<file path="src/rtl/fetch_stage.sv">
`default_nettype none
// +--------------------------------------------------------------------------+
// | Module   : fetch_stage                                                   |
// | Purpose  : Instruction fetch stage of a 5-stage pipeline. Holds the PC,  |
// |            presents it to instruction memory, and captures the fetched   |
// |            word into the IF/ID pipeline register. Honors hazard-unit     |
// |            stalls, squashes and branch redirects, and counts front-end   |
// |            stall cycles in a saturating counter.                         |
// | Revision : 1.0 - initial release                                         |
// +--------------------------------------------------------------------------+
// | Ports                                                                    |
// |   clk              in   1      clock, rising edge                        |
// |   rst              in   1      synchronous active-high reset             |
// |   PCWrite          in   1      PC enable (0 holds PC)                    |
// |   IF_ID_Write      in   1      IF/ID enable (0 holds IF/ID)              |
// |   IF_Flush         in   1      squash IF/ID                              |
// |   Branch_Taken     in   1      redirect request                          |
// |   Branch_Target    in   32     redirect address (word aligned on use)    |
// |   imem_addr        out  32     instruction memory address (= PC)         |
// |   imem_rdata       in   32     instruction word at imem_addr             |
// |   IF_ID_Instr      out  32     registered instruction                    |
// |   IF_ID_PC_plus4   out  32     registered PC+4 of that instruction       |
// |   IF_ID_Valid      out  1      IF_ID_Instr holds a real fetched word     |
// |   IF_ID_RegisterRs out  5      IF_ID_Instr[25:21]                        |
// |   IF_ID_RegisterRt out  5      IF_ID_Instr[20:16]                        |
// |   stall_cycles     out  CNT_W  saturating count of stalled cycles        |
// +--------------------------------------------------------------------------+
module fetch_stage #(
  parameter logic [31:0] RESET_PC = 32'h0000_0000,
  parameter int          CNT_W    = 16
) (
  input  logic             clk,
  input  logic             rst,
  input  logic             PCWrite,
  input  logic             IF_ID_Write,
  input  logic             IF_Flush,
  input  logic             Branch_Taken,
  input  logic [31:0]      Branch_Target,
  output logic [31:0]      imem_addr,
  input  logic [31:0]      imem_rdata,
  output logic [31:0]      IF_ID_Instr,
  output logic [31:0]      IF_ID_PC_plus4,
  output logic             IF_ID_Valid,
  output logic [4:0]       IF_ID_RegisterRs,
  output logic [4:0]       IF_ID_RegisterRt,
  output logic [CNT_W-1:0] stall_cycles
);

  localparam logic [31:0] c_NOP        = 32'h0000_0000;
  localparam logic [31:0] c_ALIGN_MASK = 32'hFFFF_FFFC;

  logic [31:0]      pc_q, pc_d;
  logic [31:0]      pc_plus4;
  logic [31:0]      instr_q, instr_d;
  logic [31:0]      pc4_q, pc4_d;
  logic             valid_q, valid_d;
  logic [CNT_W-1:0] stall_q, stall_d;
  logic             squash;
  logic             stalled;

  // 32-bit add; the carry out is simply discarded so the PC wraps to 0.
  assign pc_plus4 = pc_q + 32'd4;

  // A redirect invalidates whatever was just fetched on the wrong path.
  assign squash  = IF_Flush | Branch_Taken;

  // Only a full front-end freeze counts as a stall; a redirect is progress.
  assign stalled = ~PCWrite & ~IF_ID_Write & ~Branch_Taken;

  // Next PC: redirect beats the hazard-unit enable, so a taken branch
  // escapes a load-use stall.
  always_comb begin
    pc_d = pc_q;
    if (Branch_Taken) begin
      pc_d = Branch_Target & c_ALIGN_MASK;
    end else if (PCWrite) begin
      pc_d = pc_plus4;
    end
  end

  // Next IF/ID contents: squash beats load beats hold.
  always_comb begin
    instr_d = instr_q;
    pc4_d   = pc4_q;
    valid_d = valid_q;
    if (squash) begin
      instr_d = c_NOP;
      pc4_d   = 32'h0000_0000;
      valid_d = 1'b0;
    end else if (IF_ID_Write) begin
      instr_d = imem_rdata;
      pc4_d   = pc_plus4;
      valid_d = 1'b1;
    end
  end

  // Saturating stall counter: pins at all-ones instead of wrapping.
  always_comb begin
    stall_d = stall_q;
    if (stalled && (stall_q != {CNT_W{1'b1}})) begin
      stall_d = stall_q + CNT_W'(1);
    end
  end

  always_ff @(posedge clk) begin
    if (rst) begin
      pc_q    <= RESET_PC;
      instr_q <= c_NOP;
      pc4_q   <= 32'h0000_0000;
      valid_q <= 1'b0;
      stall_q <= '0;
    end else begin
      pc_q    <= pc_d;
      instr_q <= instr_d;
      pc4_q   <= pc4_d;
      valid_q <= valid_d;
      stall_q <= stall_d;
    end
  end

  // Memory address comes straight from the PC flop; no input reaches it
  // combinationally, which keeps the memory-read path out of the hazard logic.
  assign imem_addr        = pc_q;
  assign IF_ID_Instr      = instr_q;
  assign IF_ID_PC_plus4   = pc4_q;
  assign IF_ID_Valid      = valid_q;
  assign IF_ID_RegisterRs = instr_q[25:21];
  assign IF_ID_RegisterRt = instr_q[20:16];
  assign stall_cycles     = stall_q;

endmodule
`default_nettype wire

</file>
<file path="config.mk">
export PLATFORM = sky130hd
export DESIGN_NAME = fetch_stage
export DESIGN_NICKNAME = d
export VERILOG_FILES = /design/src/rtl/fetch_stage.sv
export SDC_FILE = /design/constraint.sdc
export NUM_CORES = 1
export LEC_CHECK = 0
export ABC_CLOCK_PERIOD_IN_PS = 5730
export CORE_ASPECT_RATIO = 0.75
export CORE_UTILIZATION = 50
export CTS_BUF_LIST = sky130_fd_sc_hd__clkbuf_4 sky130_fd_sc_hd__clkbuf_8
export DETAILED_ROUTE_END_ITERATION = 12
export PLACE_DENSITY = 0.89
export SYNTH_ARGS = -nofsm -noshare
export SYNTH_HDL_FRONTEND = slang
export SYNTH_SLANG_ARGS = --single-unit
</file>
<file path="constraint.sdc">
create_clock -name clk -period 5.73 [get_ports clk]
set_input_delay 0.573 -clock clk [delete_from_list [all_inputs] [get_ports clk]]
set_output_delay 0.573 -clock clk [all_outputs]
set_load 0.01 [all_outputs]
</file>
## Word level (Yosys, flattened, before mapping)

Index checks and enable logic that the tools add are counted.
W data, S select, Z words.

| word-level totals | value |
|---|---|
| register bits | 113 |
| input bits | 70 |
| logic and storage cells | 21 |

| cells by class | value |
|---|---|
| $add $sub $neg | 2 |
| equality and inequality tests | 1 |
| multiplexer cells | 2 |
| bitwise gates (word level) | 6 |
| reductions and logical operators | 4 |

Operator list:

| operator | count |
|---|---|
| $mux W32 | 2 |
| $add A32 B3 Y32 const B | 1 |
| $add A16 B1 Y16 const B | 1 |
| $ne A16 B16 Y1 const B | 1 |
| $reduce_or A2 Y1 | 2 |
| $not A1 Y1 | 3 |
| $and A1 B1 Y1 | 2 |
| $reduce_bool A2 Y1 | 1 |
| $logic_and A1 B1 Y1 | 1 |
| $or A1 B1 Y1 | 1 |

## Depth between registers and ports, before layout

Gate-level depths: netlist (run 1).

| depth | value |
|---|---|
| word-level depth | 4 |
| mapped depth | 7 |
| gate-level depth less buffers | 6 |

## Least setup slack after synthesis (run 1)

No wires, ideal clock.

| timing | value |
|---|---|
| kind | flip-flop to flip-flop |
| from | register pc_q[2], in the netlist imem_addr[2] |
| to | register pc_q[12], in the netlist imem_addr[12] |
| data arrival time | 1.915 ns |
| data required time | 5.615 ns |
| slack | 3.701 ns |
| stages on the path, launching flop included | 8 |
| buffers on the path | 1 |
| cell sequence | dfxtp_1 -> ha_1 -> nand2_1 -> or3_1 -> buf_2 -> or3_1 -> xnor2_1 -> o21a_1 |

| on the way | value |
|---|---|
| longest elaborated chain between the ends | 3 |

RTL lines:

| item | line | text |
|---|---|---|
| start: declaration | 52 | `logic [31:0] pc_q, pc_d;` |
| start signal: assignment | 113 | `pc_q <= pc_d;` |
| $add A32 B3 Y32 | 62 | `assign pc_plus4 = pc_q + 32'd4;` |
| $mux W32 | 76 | `end else if (PCWrite) begin` |
| $mux W32 | 74 | `if (Branch_Taken) begin` |

No other way between the ends. The select of a mux whose other input is x is not followed.
A chain may end at the register's enable or synchronous reset.

## Worst setup path in the final report (run 1)

| timing | value |
|---|---|
| from | input port Branch_Taken |
| to | register pc4_q[27], in the netlist IF_ID_PC_plus4[27] |

| on the way | value |
|---|---|
| longest elaborated chain between the ends | 2 |

RTL lines:

| item | line | text |
|---|---|---|
| start: declaration | 37 | `input logic Branch_Taken,` |
| $or A1 B1 Y1 | 65 | `assign squash = IF_Flush \| Branch_Taken;` |
| $reduce_or A2 Y1 (no source line) | n/a |  |
| end signal: assignment | 115 | `pc4_q <= pc4_d;` |
| end: declaration | 55 | `logic [31:0] pc4_q, pc4_d;` |

No other way between the ends.

==> metrics.cfg, run 1 <==
[status]
run_status = finished, final reports clean

[critical_path]
crit_path_start_kind = input port
r2r-end = IF_ID_PC_plus4[29]
worstSetupPathType = in2reg
worstSetupEndpoint = IF_ID_PC_plus4[27]
critical_path.max_stage_delay_ns = 0.88
crit_fanout = 18
timing.critical_path.arrival_ns = 3.31
worst_r2r_path_depth = 5
critPathLaunch = Branch_Taken
worst-r2r-setup-slack_ns = 3.21
cp_cell_sequence = clkdlybuf4s50_1, buf_4, or2_2, nor2_1, o21ai_0, a21oi_1
worst_ep_required_time_ns = 6.05
endpoint_kind = flip-flop
crit_path_top_delay_cell = sky130_fd_sc_hd__nor2_1
r2r_start = imem_addr[12]

[job]
cap_violations = 0

[drt]
route.antenna.remaining_nets = 0
avgRoutedWirePerCell_um = 16.89
vias = 4855
wl_um = 14810
route.detailed.vias_per_inst = 5.536
drt_pass1_iterations = 5
drt_iter0_drc = 343
drcViolationCount = 0

[global_routing]
grt_start_max_net_pins = 74
all_layer_gr_usage_pct = 27.62
grt_pass1_wl_um = 23700
grt_busiest_layer = met2
global_route.overflow_total = 0
number_of_antenna_violations_at_the_first_check_in_global_routing = 0
gr-usage-met1_pct = 34.59
grt_pass1_vias = 4672
met2_usage_pct = 46.63
groute.layer.met3.usage_pct = 6.692

[layout]
final_core_util_pct = 72.49
post_route_cells_drive_above_1_share_pct = 4.698
finalNetCount = 812
final_design_area_no_fill_um2 = 7169
layout-area-overhead-vs-synth_pct = 38.01
antennaDiodeCount = 0

[power_and_ir_drop]
clock_power_share_pct = 34.1
power.sequential.fraction_pct = 52.2
power_w = 0.001567
p_switching_w = 0.0004134
vdd.ir_drop.worst_mv = 0.1730
power.leakage_nw = 2.652
power.density_cell_area_nw_per_um2 = 218.6
switching_share_pct = 26.38
power.internal_w = 0.001154
pwr-share-comb_pct = 13.7

[logic_synthesis]
synth_top_cell_area_share_pct = 42.00
ys_ff_latch = 109
ys_seq_area_share_pct = 42.00
syn-mean-instance-area_um2 = 8.805
yosysTopAreaCell = sky130_fd_sc_hd__dfxtp_1
netlist_area_um2 = 5195
netlist_top_cells_area = sky130_fd_sc_hd__dfxtp_1 (42%), sky130_fd_sc_hd__mux2i_1 (7.5%), sky130_fd_sc_hd__xor2_1 (7.1%)
yosysUniqueCellTypes = 46
ys.warnings.count = 0
syn_inst = 590

[worst_hold_path]
hold_path.startpoint = IF_ID_PC_plus4[2]
hold_path.class = reg2reg

[clock_network]
tritoncts = yes
ctsHtreeMaxLevel = 3
clock-sinks = 109
tritoncts.num_buffers = 9
clkSlewWorstSetupHoldPaths_ns = 0.11
clk_path_buf_depth = 2
ctsRootBufferMaster = sky130_fd_sc_hd__clkbuf_8
worst_skew_pair.late_latency_ns = 0.39
post-cts-setup-buffer-count = 0
cts.repair.resized = 0
cts-hold-fix-buffers = 0

[place]
placer_congestion = 0.8407
buffer_ports.inserted = 186
postPlaceCellArea_um2 = 6942
dp_hpwl_um = 10520

[floorplan]
boundaryPins = 193
coreArea_um2 = 9891
die_width_um = 119.7
die-area_um2 = 10810
floorplan.initialDensity_pct = 52.52
die-height_um = 90.28
floorplan.rows = 31

[sta]
finalSetupViolations = 0
worst_pin_slew_ns = 1.159
final_worst_path_period_need_ns = 2.995
maxClockFrequency_mhz = 333.9
relSlewSlack_pct = 22.46
report.final.slew_viol_count = 0
setup_total_negative_slack_ns = 0
grt_setup_unrepaired = false
report.final.hold_viol_count = 0
timing.clock.skew_ns = 0.01620
period_share_pct = 52.26

## worst min path at each step
stage | to | slack, ns | depth (start not counted)
after floorplan | IF_ID_PC_plus4[2] | 0.50 | 2
after global placement | IF_ID_Valid | 0.45 | 2
after detailed placement | IF_ID_PC_plus4[21] | 0.48 | 2
after CTS | IF_ID_PC_plus4[21] | 0.50 | 2
after global routing | IF_ID_PC_plus4[29] | 0.53 | 2
final | IF_ID_PC_plus4[2] | 0.49 | 2
## synthesized netlist by cell type (all sizes together)
cell	instances
o31a	1
a41o	1
dlymetal6s2s	1
nand3	24
dfxtp	109
a31oi	1
clkbuf	31
nand2	33
xor2	42
o31ai	2
buf	23
o211ai	1
and4bb	2
o21a	1
ha	2
nand4	22
nand4b	1
xnor2	19
and2	2
nor4	7
a21oi	34
o21ai	22
mux2i	39
and4	5
a41oi	1
a311oi	3
nor2	92
o2111ai	1
and3	13
o22ai	3
nor3	11
or2	1
conb	1
or3	5
inv	9
a211oi	25
## cell usage in the layout, fill, tap and decap left out, types with 22 or more instances in the layout
cell,netlist,routed
sky130_fd_sc_hd__o21ai_0,22,22
sky130_fd_sc_hd__nand3_1,24,24
sky130_fd_sc_hd__clkdlybuf4s50_1,0,184
sky130_fd_sc_hd__nand2_1,33,33
sky130_fd_sc_hd__nor2_1,92,92
sky130_fd_sc_hd__xor2_1,42,42
sky130_fd_sc_hd__mux2i_1,39,39
sky130_fd_sc_hd__a211oi_1,25,25
sky130_fd_sc_hd__a21oi_1,34,34
sky130_fd_sc_hd__dfxtp_1,109,109
## registers in the layout, indices dropped and copies added (netlist names)
name and count:
IF_ID_PC_plus4 30, IF_ID_Valid 1, imem_addr 30, stall_cycles 16, IF_ID_Instr 32
## power by group through the flow
stage / clock network (W) / logic, W / registers (W)
floorplan: 0 / 0.000102 / 0.000831
global placement: 0 / 0.000208 / 0.000831
detailed placement: 0 / 0.000214 / 0.000833
CTS: 0.000540 / 0.000215 / 0.000817
global route: 0.000571 / 0.000231 / 0.000821
finish: 0.000535 / 0.000215 / 0.000817
## cell type report
type | instances | area, um^2
clock inverters | 7 | 103.9
clock buffers | 9 | 123.9
fillers | 738 | 2721
multi-input cells | 420 | 2669
well taps | 132 | 165.2
repair buffers | 191 | 1892
flip-flops and latches | 109 | 2182
inverters | 9 | 33.78
## critical path, delay by kind of cell
kind / cells / cell delay [ns]
buffers and inverters: 2 / 1.01
AO/OA/AOI/OAI: 2 / 0.50
AND/OR/NAND/NOR: 2 / 1.22
## per-layer routing
metal | vias up | wire length (um)
li1 | 2336 | -
met1 | 2297 | 6312
met2 | 197 | 7191
met3 | 25 | 1027
met4 | 0 | 278
met5 | - | 0
## stage by stage
step	std cells	worst slack, ns	hold slack, ns
after floorplan	593	3.701	0.4982
after global placement	861	2.472	0.4521
after global routing	877	2.487	0.5265
after detailed placement	861	2.281	0.4800
after CTS	877	2.667	0.4983
final	877	2.735	0.4950
## cells by family (layout without fill, tap and decap cells)
group | Yosys count | after routing | share of synthesized area (%)
flip-flops | 109 | 109 | 42.00
XOR/XNOR | 61 | 61 | 10.28
buffers and inverters | 64 | 216 | 6.840
AO/OA/AOI/OAI | 96 | 96 | 11.27
other | 1 | 4 | 0.07219
multiplexers | 39 | 39 | 7.514
AND/OR/NAND/NOR | 218 | 218 | 21.53
adder cells (fa/ha/maj) | 2 | 2 | 0.4816
No activity file was read; power rests on OpenSTA's default activity.
==> inputs of run 2 (changes only) <==
==> config.mk (replaced) <==
export PLATFORM = sky130hd
export DESIGN_NAME = fetch_stage
export DESIGN_NICKNAME = d
export VERILOG_FILES = /design/src/rtl/fetch_stage.sv
export SDC_FILE = /design/constraint.sdc
export NUM_CORES = 1
export LEC_CHECK = 0
export ABC_CLOCK_PERIOD_IN_PS = 3100
export CORE_ASPECT_RATIO = 0.75
export CORE_UTILIZATION = 46
export CTS_BUF_LIST = sky130_fd_sc_hd__clkbuf_4 sky130_fd_sc_hd__clkbuf_8
export DETAILED_ROUTE_END_ITERATION = 12
export PLACE_DENSITY = 0.83
export SYNTH_ARGS = -nofsm -noshare
export SYNTH_HDL_FRONTEND = slang
export SYNTH_SLANG_ARGS = --single-unit
==> constraint.sdc (replaced) <==
create_clock -name clk -period 3.1 [get_ports clk]
set_input_delay 0.31 -clock clk [delete_from_list [all_inputs] [get_ports clk]]
set_output_delay 0.31 -clock clk [all_outputs]
set_load 0.01 [all_outputs]
==> run 2 against run 1 <==
Compared with the run above:
- final area is 1.2% higher
- global-route usage fell by 3.7 points
- worst hold slack lost 0.055 ns
- sequential share of layout area decreased by 0.35 points
- final cell count is 1.4% higher
- clock power grew 110%
- critical path depth unchanged
- flip-flop and latch count stayed put
- clock skew decreased by 0.010 ns
- total power increased by 93%
- wire length shrank 3.0%
- count of clock-buffer cells in the layout up 1
- largest cell class unchanged
==> metrics.cfg, run 2 (same netlist as run 1, synthesis figures left out) <==
[sta]
worst_pin_slew_ns = 1.097  ; -0.06143 ns
grt_setup_unrepaired = false
finalSetupViolations = 0  ; unchanged
relSlewSlack_pct = 26.84  ; +4.4 points
final_worst_path_period_need_ns = 2.309
report.final.slew_viol_count = 0  ; unchanged
period_share_pct = 74.49
timing.clock.skew_ns = 0.005740  ; -0.01046 ns
report.final.hold_viol_count = 0  ; unchanged
setup_total_negative_slack_ns = 0  ; unchanged
maxClockFrequency_mhz = 433.1

[power_and_ir_drop]
vdd.ir_drop.worst_mv = 0.3200  ; +85%
power.density_cell_area_nw_per_um2 = 418.0  ; +91%
power.leakage_nw = 2.696  ; +1.6%

[drt]
vias = 4801  ; -1.1%
wl_um = 14370  ; -3.0%
drcViolationCount = 0  ; unchanged
route.detailed.vias_per_inst = 5.400  ; -2.4%
avgRoutedWirePerCell_um = 16.16  ; -4.3%
drt_pass1_iterations = 4  ; -1
route.antenna.remaining_nets = 0  ; unchanged
drt_iter0_drc = 275  ; -20%

[clock_network]
ctsRootBufferMaster = sky130_fd_sc_hd__clkbuf_8
clk_path_buf_depth = 2  ; unchanged
cts-hold-fix-buffers = 0  ; unchanged
post-cts-setup-buffer-count = 0  ; unchanged
worst_skew_pair.late_latency_ns = 0.37  ; -0.02 ns
tritoncts.num_buffers = 9  ; unchanged
ctsHtreeMaxLevel = 3  ; unchanged
cts.repair.resized = 0  ; unchanged
clkSlewWorstSetupHoldPaths_ns = 0.10  ; about the same
tritoncts = yes
clock-sinks = 109  ; unchanged

[critical_path]
crit_path_start_kind = flip-flop
worst_r2r_path_depth = 6  ; +1
worstSetupPathType = reg2reg
worst_ep_required_time_ns = 3.38  ; -2.67 ns
critical_path.max_stage_delay_ns = 0.50  ; -0.38 ns
timing.critical_path.arrival_ns = 2.59  ; -0.72 ns
endpoint_kind = flip-flop
crit_fanout = 7  ; -11
r2r_start = imem_addr[2]
r2r-end = imem_addr[12]
cp_cell_sequence = ha_1, nand2_1, or3_1, or3_1, xnor2_1, o21a_1
worst-r2r-setup-slack_ns = 0.79  ; -2.42 ns
crit_path_top_delay_cell = sky130_fd_sc_hd__or3_1
most_prevalent_standard_cell_on_the_critical_path = sky130_fd_sc_hd__or3_1

[place]
dp_hpwl_um = 10250  ; -2.6%
postPlaceCellArea_um2 = 6982  ; +0.58%
buffer_ports.inserted = 186  ; unchanged
placer_congestion = 0.8189  ; -2.6%

[layout]
post_route_cells_drive_above_1_share_pct = 5.207  ; +0.51 points
fillerInstances = 862  ; +17%
final_core_util_pct = 66.29  ; -6.2 points
antennaDiodeCount = 0  ; unchanged
final_design_area_no_fill_um2 = 7253  ; +1.2%
finalNetCount = 816  ; +0.49%
final_cell_mix = sky130_fd_sc_hd__clkdlybuf4s50_1 (184), sky130_fd_sc_hd__dfxtp_1 (109), sky130_fd_sc_hd__nor2_1 (92)
most_common_library_cell_in_the_layout_ignoring_fill_and_taps = sky130_fd_sc_hd__clkdlybuf4s50_1
largest_register_ff_count = 32  ; unchanged
layout-area-overhead-vs-synth_pct = 39.62

[worst_hold_path]
hold_depth = 5  ; +3
hold_end = stall_cycles[2]
hold_path.startpoint = IF_ID_Write
hold_path.class = in2reg

[floorplan]
die-height_um = 94.04  ; +4.2%
floorplan.initialDensity_pct = 47.48  ; -5.0 points
boundaryPins = 193  ; unchanged
floorplan.rows = 33  ; +6.5%
die-area_um2 = 11730  ; +8.5%
coreArea_um2 = 10940  ; +11%
die_width_um = 124.7  ; +4.2%

[job]
cap_violations = 0  ; unchanged

[global_routing]
global_route.overflow_total = 0  ; unchanged
number_of_antenna_violations_at_the_first_check_in_global_routing = 0  ; unchanged
grt_pass1_wl_um = 22450  ; -5.3%
grt_start_max_net_pins = 93  ; +26%
all_layer_gr_usage_pct = 23.95  ; -3.7 points
grt_pass1_vias = 4451  ; -4.7%

[status]
run_status = finished, final reports clean

## run 2: stage by stage
step / power [W] / hold slack (ns) / setup slack (ns) / std cells
after floorplan: 0.001725 / 0.4527 / 1.071 / 593
final: 0.003032 / 0.4400 / 0.7910 / 889
after CTS: 0.003062 / 0.4279 / 0.8224 / 889
after detailed placement: 0.001936 / 0.4794 / 0.8244 / 873
after global routing: 0.003147 / 0.4409 / 0.6987 / 889
after global placement: 0.001926 / 0.4534 / 0.8670 / 873
## run 2: how the worst max path moves through the flow
| stage | from | endpoint | slack, ns | cells past startpoint |
|---|---|---|---|---|
| 2_1_floorplan | imem_addr[2] | imem_addr[12] | 1.07 | 7 |
| 3_3_place_gp | Branch_Taken | IF_ID_PC_plus4[18] | 0.87 | 7 |
| 3_5_place_dp | Branch_Taken | IF_ID_PC_plus4[22] | 0.82 | 7 |
| 4_1_cts | imem_addr[2] | imem_addr[12] | 0.82 | 6 |
| 5_1_grt | imem_addr[2] | imem_addr[12] | 0.70 | 6 |
| 6_report | imem_addr[2] | imem_addr[12] | 0.79 | 6 |
## run 2: worst max-delay path, delay by kind of cell, from the launching register on
| kind | cells | cell delay [ns] |
|---|---|---|
| compound gates | 1 | 0.17 |
| xor+xnor | 1 | 0.14 |
| fa+ha+maj | 1 | 0.34 |
| flops | 1 | 0.49 |
| simple gates | 3 | 1.08 |
## run 2: report_power, final
| group | switching (W) | internal, W |
|---|---|---|
| registers | 0.0000657 | 0.00144 |
| logic | 0.000174 | 0.000224 |
| clock network | 0.000484 | 0.000640 |
## run 2: area by class of cell
cell class	count	area, um^2	share of cell area, %
sequential	109	2182	30.08
clock inverter	6	133.9	1.846
tap	140	175.2	2.415
clock buffer	10	137.6	1.898
timing repair buffer	195	1922	26.50
inverter	9	33.78	0.4658
multi-input combinational	420	2669	36.79
## run 2: routing by layer
metal,share of wire [%],global-route usage [%],up-vias
met5,0,0,-
met4,1.5,7.631,0
met3,5.7,5.296,16
met2,47,39.64,160
met1,45,31.07,2271
li1,-,-,2354
==> inputs of run 3 (changes only) <==
--- a/config.mk
+++ b/config.mk
@@ -5,7 +5,7 @@
 export SDC_FILE = /design/constraint.sdc
 export NUM_CORES = 1
 export LEC_CHECK = 0
-export ABC_CLOCK_PERIOD_IN_PS = 3100
+export ABC_CLOCK_PERIOD_IN_PS = 2200
 export CORE_ASPECT_RATIO = 0.75
 export CORE_UTILIZATION = 46
 export CTS_BUF_LIST = sky130_fd_sc_hd__clkbuf_4 sky130_fd_sc_hd__clkbuf_8
==> constraint.sdc (replaced) <==
create_clock -name clk -period 2.2 [get_ports clk]
set_input_delay 0.22 -clock clk [delete_from_list [all_inputs] [get_ports clk]]
set_output_delay 0.22 -clock clk [all_outputs]
set_load 0.01 [all_outputs]
==> run 3 against run 2 <==
Compared with the run above:
- die area unchanged
- critical path type unchanged
- worst hold slack worse by 0.27 ns
- largest cell class unchanged
- largest power group unchanged
- total power up 36%
- setup slack worse by 0.62 ns
==> metrics.cfg, run 3 (same netlist as run 1, synthesis figures left out) <==
[status]
run_status = finished, final reports clean

[sta]
setup_total_negative_slack_ns = 0  ; unchanged
finalSetupViolations = 0  ; unchanged
final_worst_path_period_need_ns = 2.029  ; -0.2803 ns
timing.clock.skew_ns = 0.008781  ; +0.003041 ns
report.final.hold_viol_count = 0  ; unchanged
timing.final.ws_setup_ns = 0.1713  ; -0.6197 ns
maxClockFrequency_mhz = 492.9  ; +14%
worst_pin_slew_ns = 1.060  ; -0.03753 ns
report.final.slew_viol_count = 0  ; unchanged
period_share_pct = 92.21  ; +18 points
worst_hold_slack_ns = 0.1668  ; -0.2731 ns
relSlewSlack_pct = 29.34  ; +2.5 points
grt_setup_unrepaired = false

[clock_network]
clock-sinks = 109  ; unchanged
clkSlewWorstSetupHoldPaths_ns = 0.10  ; about the same
cts-hold-fix-buffers = 0  ; unchanged
cts.repair.resized = 0  ; unchanged
post-cts-setup-buffer-count = 0  ; unchanged
tritoncts = yes
ctsHtreeMaxLevel = 3  ; unchanged
worst_skew_pair.late_latency_ns = 0.38  ; about the same
clk_path_buf_depth = 2  ; unchanged
ctsRootBufferMaster = sky130_fd_sc_hd__clkbuf_8
tritoncts.num_buffers = 9  ; unchanged

[global_routing]
global_route.overflow_total = 0  ; unchanged
number_of_antenna_violations_at_the_first_check_in_global_routing = 0  ; unchanged
grt_pass1_wl_um = 23470  ; +4.5%
grt_pass1_vias = 4625  ; +3.9%
grt_start_max_net_pins = 93  ; unchanged
all_layer_gr_usage_pct = 25.13  ; +1.2 points

[floorplan]
floorplan.rows = 33  ; unchanged
floorplan.initialDensity_pct = 47.48  ; unchanged
die-area_um2 = 11730  ; unchanged
boundaryPins = 193  ; unchanged
coreArea_um2 = 10940  ; unchanged
die-height_um = 94.04  ; unchanged
die_width_um = 124.7  ; unchanged

[layout]
most_common_library_cell_in_the_layout_ignoring_fill_and_taps = sky130_fd_sc_hd__clkdlybuf4s50_1
post_route_cells_drive_above_1_share_pct = 8.031  ; +2.8 points
final_cell_mix = sky130_fd_sc_hd__clkdlybuf4s50_1 (184), sky130_fd_sc_hd__dfxtp_1 (109), sky130_fd_sc_hd__nor2_1 (92)
register_area_um2 = 2182  ; unchanged
antennaDiodeCount = 0  ; unchanged
multi_input_comb_area_um2 = 2669  ; unchanged
layout-area-overhead-vs-synth_pct = 42.46
largest_register_ff_count = 32  ; unchanged
final_core_util_pct = 67.64  ; +1.3 points
finalNetCount = 839  ; +2.8%
fillerInstances = 855  ; -0.81%

[drt]
vias = 4855  ; +1.1%
route.antenna.remaining_nets = 0  ; unchanged
drt_pass1_iterations = 5  ; +1
avgRoutedWirePerCell_um = 16.07  ; -0.60%
drcViolationCount = 0  ; unchanged
wl_um = 14650  ; +2.0%
drt_iter0_drc = 372  ; +35%
route.detailed.vias_per_inst = 5.323  ; -1.4%

[power_and_ir_drop]
power.leakage_nw = 2.804  ; +4.0%
power.density_cell_area_nw_per_um2 = 555.8  ; +33%
vdd.ir_drop.worst_mv = 0.3563  ; +11%
power_w = 0.004114  ; +36%

[critical_path]
cp_cell_sequence = nand4_4, or3_1, or3_1, xnor2_1, o21a_1
most_prevalent_standard_cell_on_the_critical_path = sky130_fd_sc_hd__or3_1
crit_path_top_delay_cell = sky130_fd_sc_hd__or3_1
worstSetupPathType = reg2reg
worst_r2r_path_depth = 5  ; -1
worst-path-buf-inv = 0  ; unchanged
cpLargestDelayFamily = simple AND/OR/NAND/NOR gates
crit_path_start_kind = flip-flop
crit_fanout = 8  ; +1
endpoint_kind = flip-flop
worst_ep_required_time_ns = 2.48  ; -0.90 ns
critical_path.max_stage_delay_ns = 0.54  ; +0.04 ns
timing.critical_path.arrival_ns = 2.31  ; -0.28 ns
worst-path-stages = 5  ; -1

[place]
dp_hpwl_um = 10770  ; +5.1%
buffer_ports.inserted = 186  ; unchanged
place_ws_ns = 0.1828  ; -0.6416 ns
placer_congestion = 0.8712  ; +6.4%

[worst_hold_path]
hold_path.class = in2reg
hold_depth = 2  ; -3

[job]
cap_violations = 0  ; unchanged

-- run 3: cell types whose count changed in the layout (fill, tap and decap cells not counted) --
cell and delta:
sky130_fd_sc_hd__buf_12 +1, sky130_fd_sc_hd__buf_4 +22, sky130_fd_sc_hd__bufinv_16 -2, sky130_fd_sc_hd__clkbuf_8 +1
sky130_fd_sc_hd__clkinv_4 +1
-- run 3: per-layer routing --
layer  global-route usage, %  routed length, um  vias up
li1                        -                  -     2391
met1                   32.57               6418     2258
met2                   41.25               6910      185
met3                   5.979               1023       21
met4                   8.233                301        0
met5                       0                  0        -
-- run 3: report_power, final --
group          internal, W  switching (W)  leakage [nW]
logic             0.000345       0.000288          1.80
clock network     0.000706       0.000685         0.120
registers          0.00203      0.0000567         0.888
-- run 3: through the flow --
stage,std cells,area (um^2)
6_report,912,7401
5_1_grt,912,7401
4_1_cts,912,7401
3_5_place_dp,896,7167
3_3_place_gp,896,7167
2_1_floorplan,593,5206
-- run 3: path summary, 6_finish.rpt --
kind,startpoint,to,slack (ns)
setup / recovery,imem_addr[8],imem_addr[12],0.17
hold / removal,rst,imem_addr[10],0.17
setup reg to reg,imem_addr[8],imem_addr[12],0.17
hold reg to reg,IF_ID_Valid,IF_ID_Valid,0.48
-- run 3: cell type report --
cell class              instances  area share (%)
repair buffers                218           28.47
clock inverters                 5           1.116
inverters                       9          0.4565
flip-flops and latches        109           29.48
clock buffers                  11           2.046
multi-input cells             420           36.06
well taps                     140           2.367
-- run 3: worst register-to-register path, delay by kind of cell, from the launching register on --
family / cells / cell delay (ns)
and+or+nand+nor: 3 / 1.15
DFF: 1 / 0.49
AOI/OAI and AO/OA: 1 / 0.16
xor gates and xnor gates: 1 / 0.14
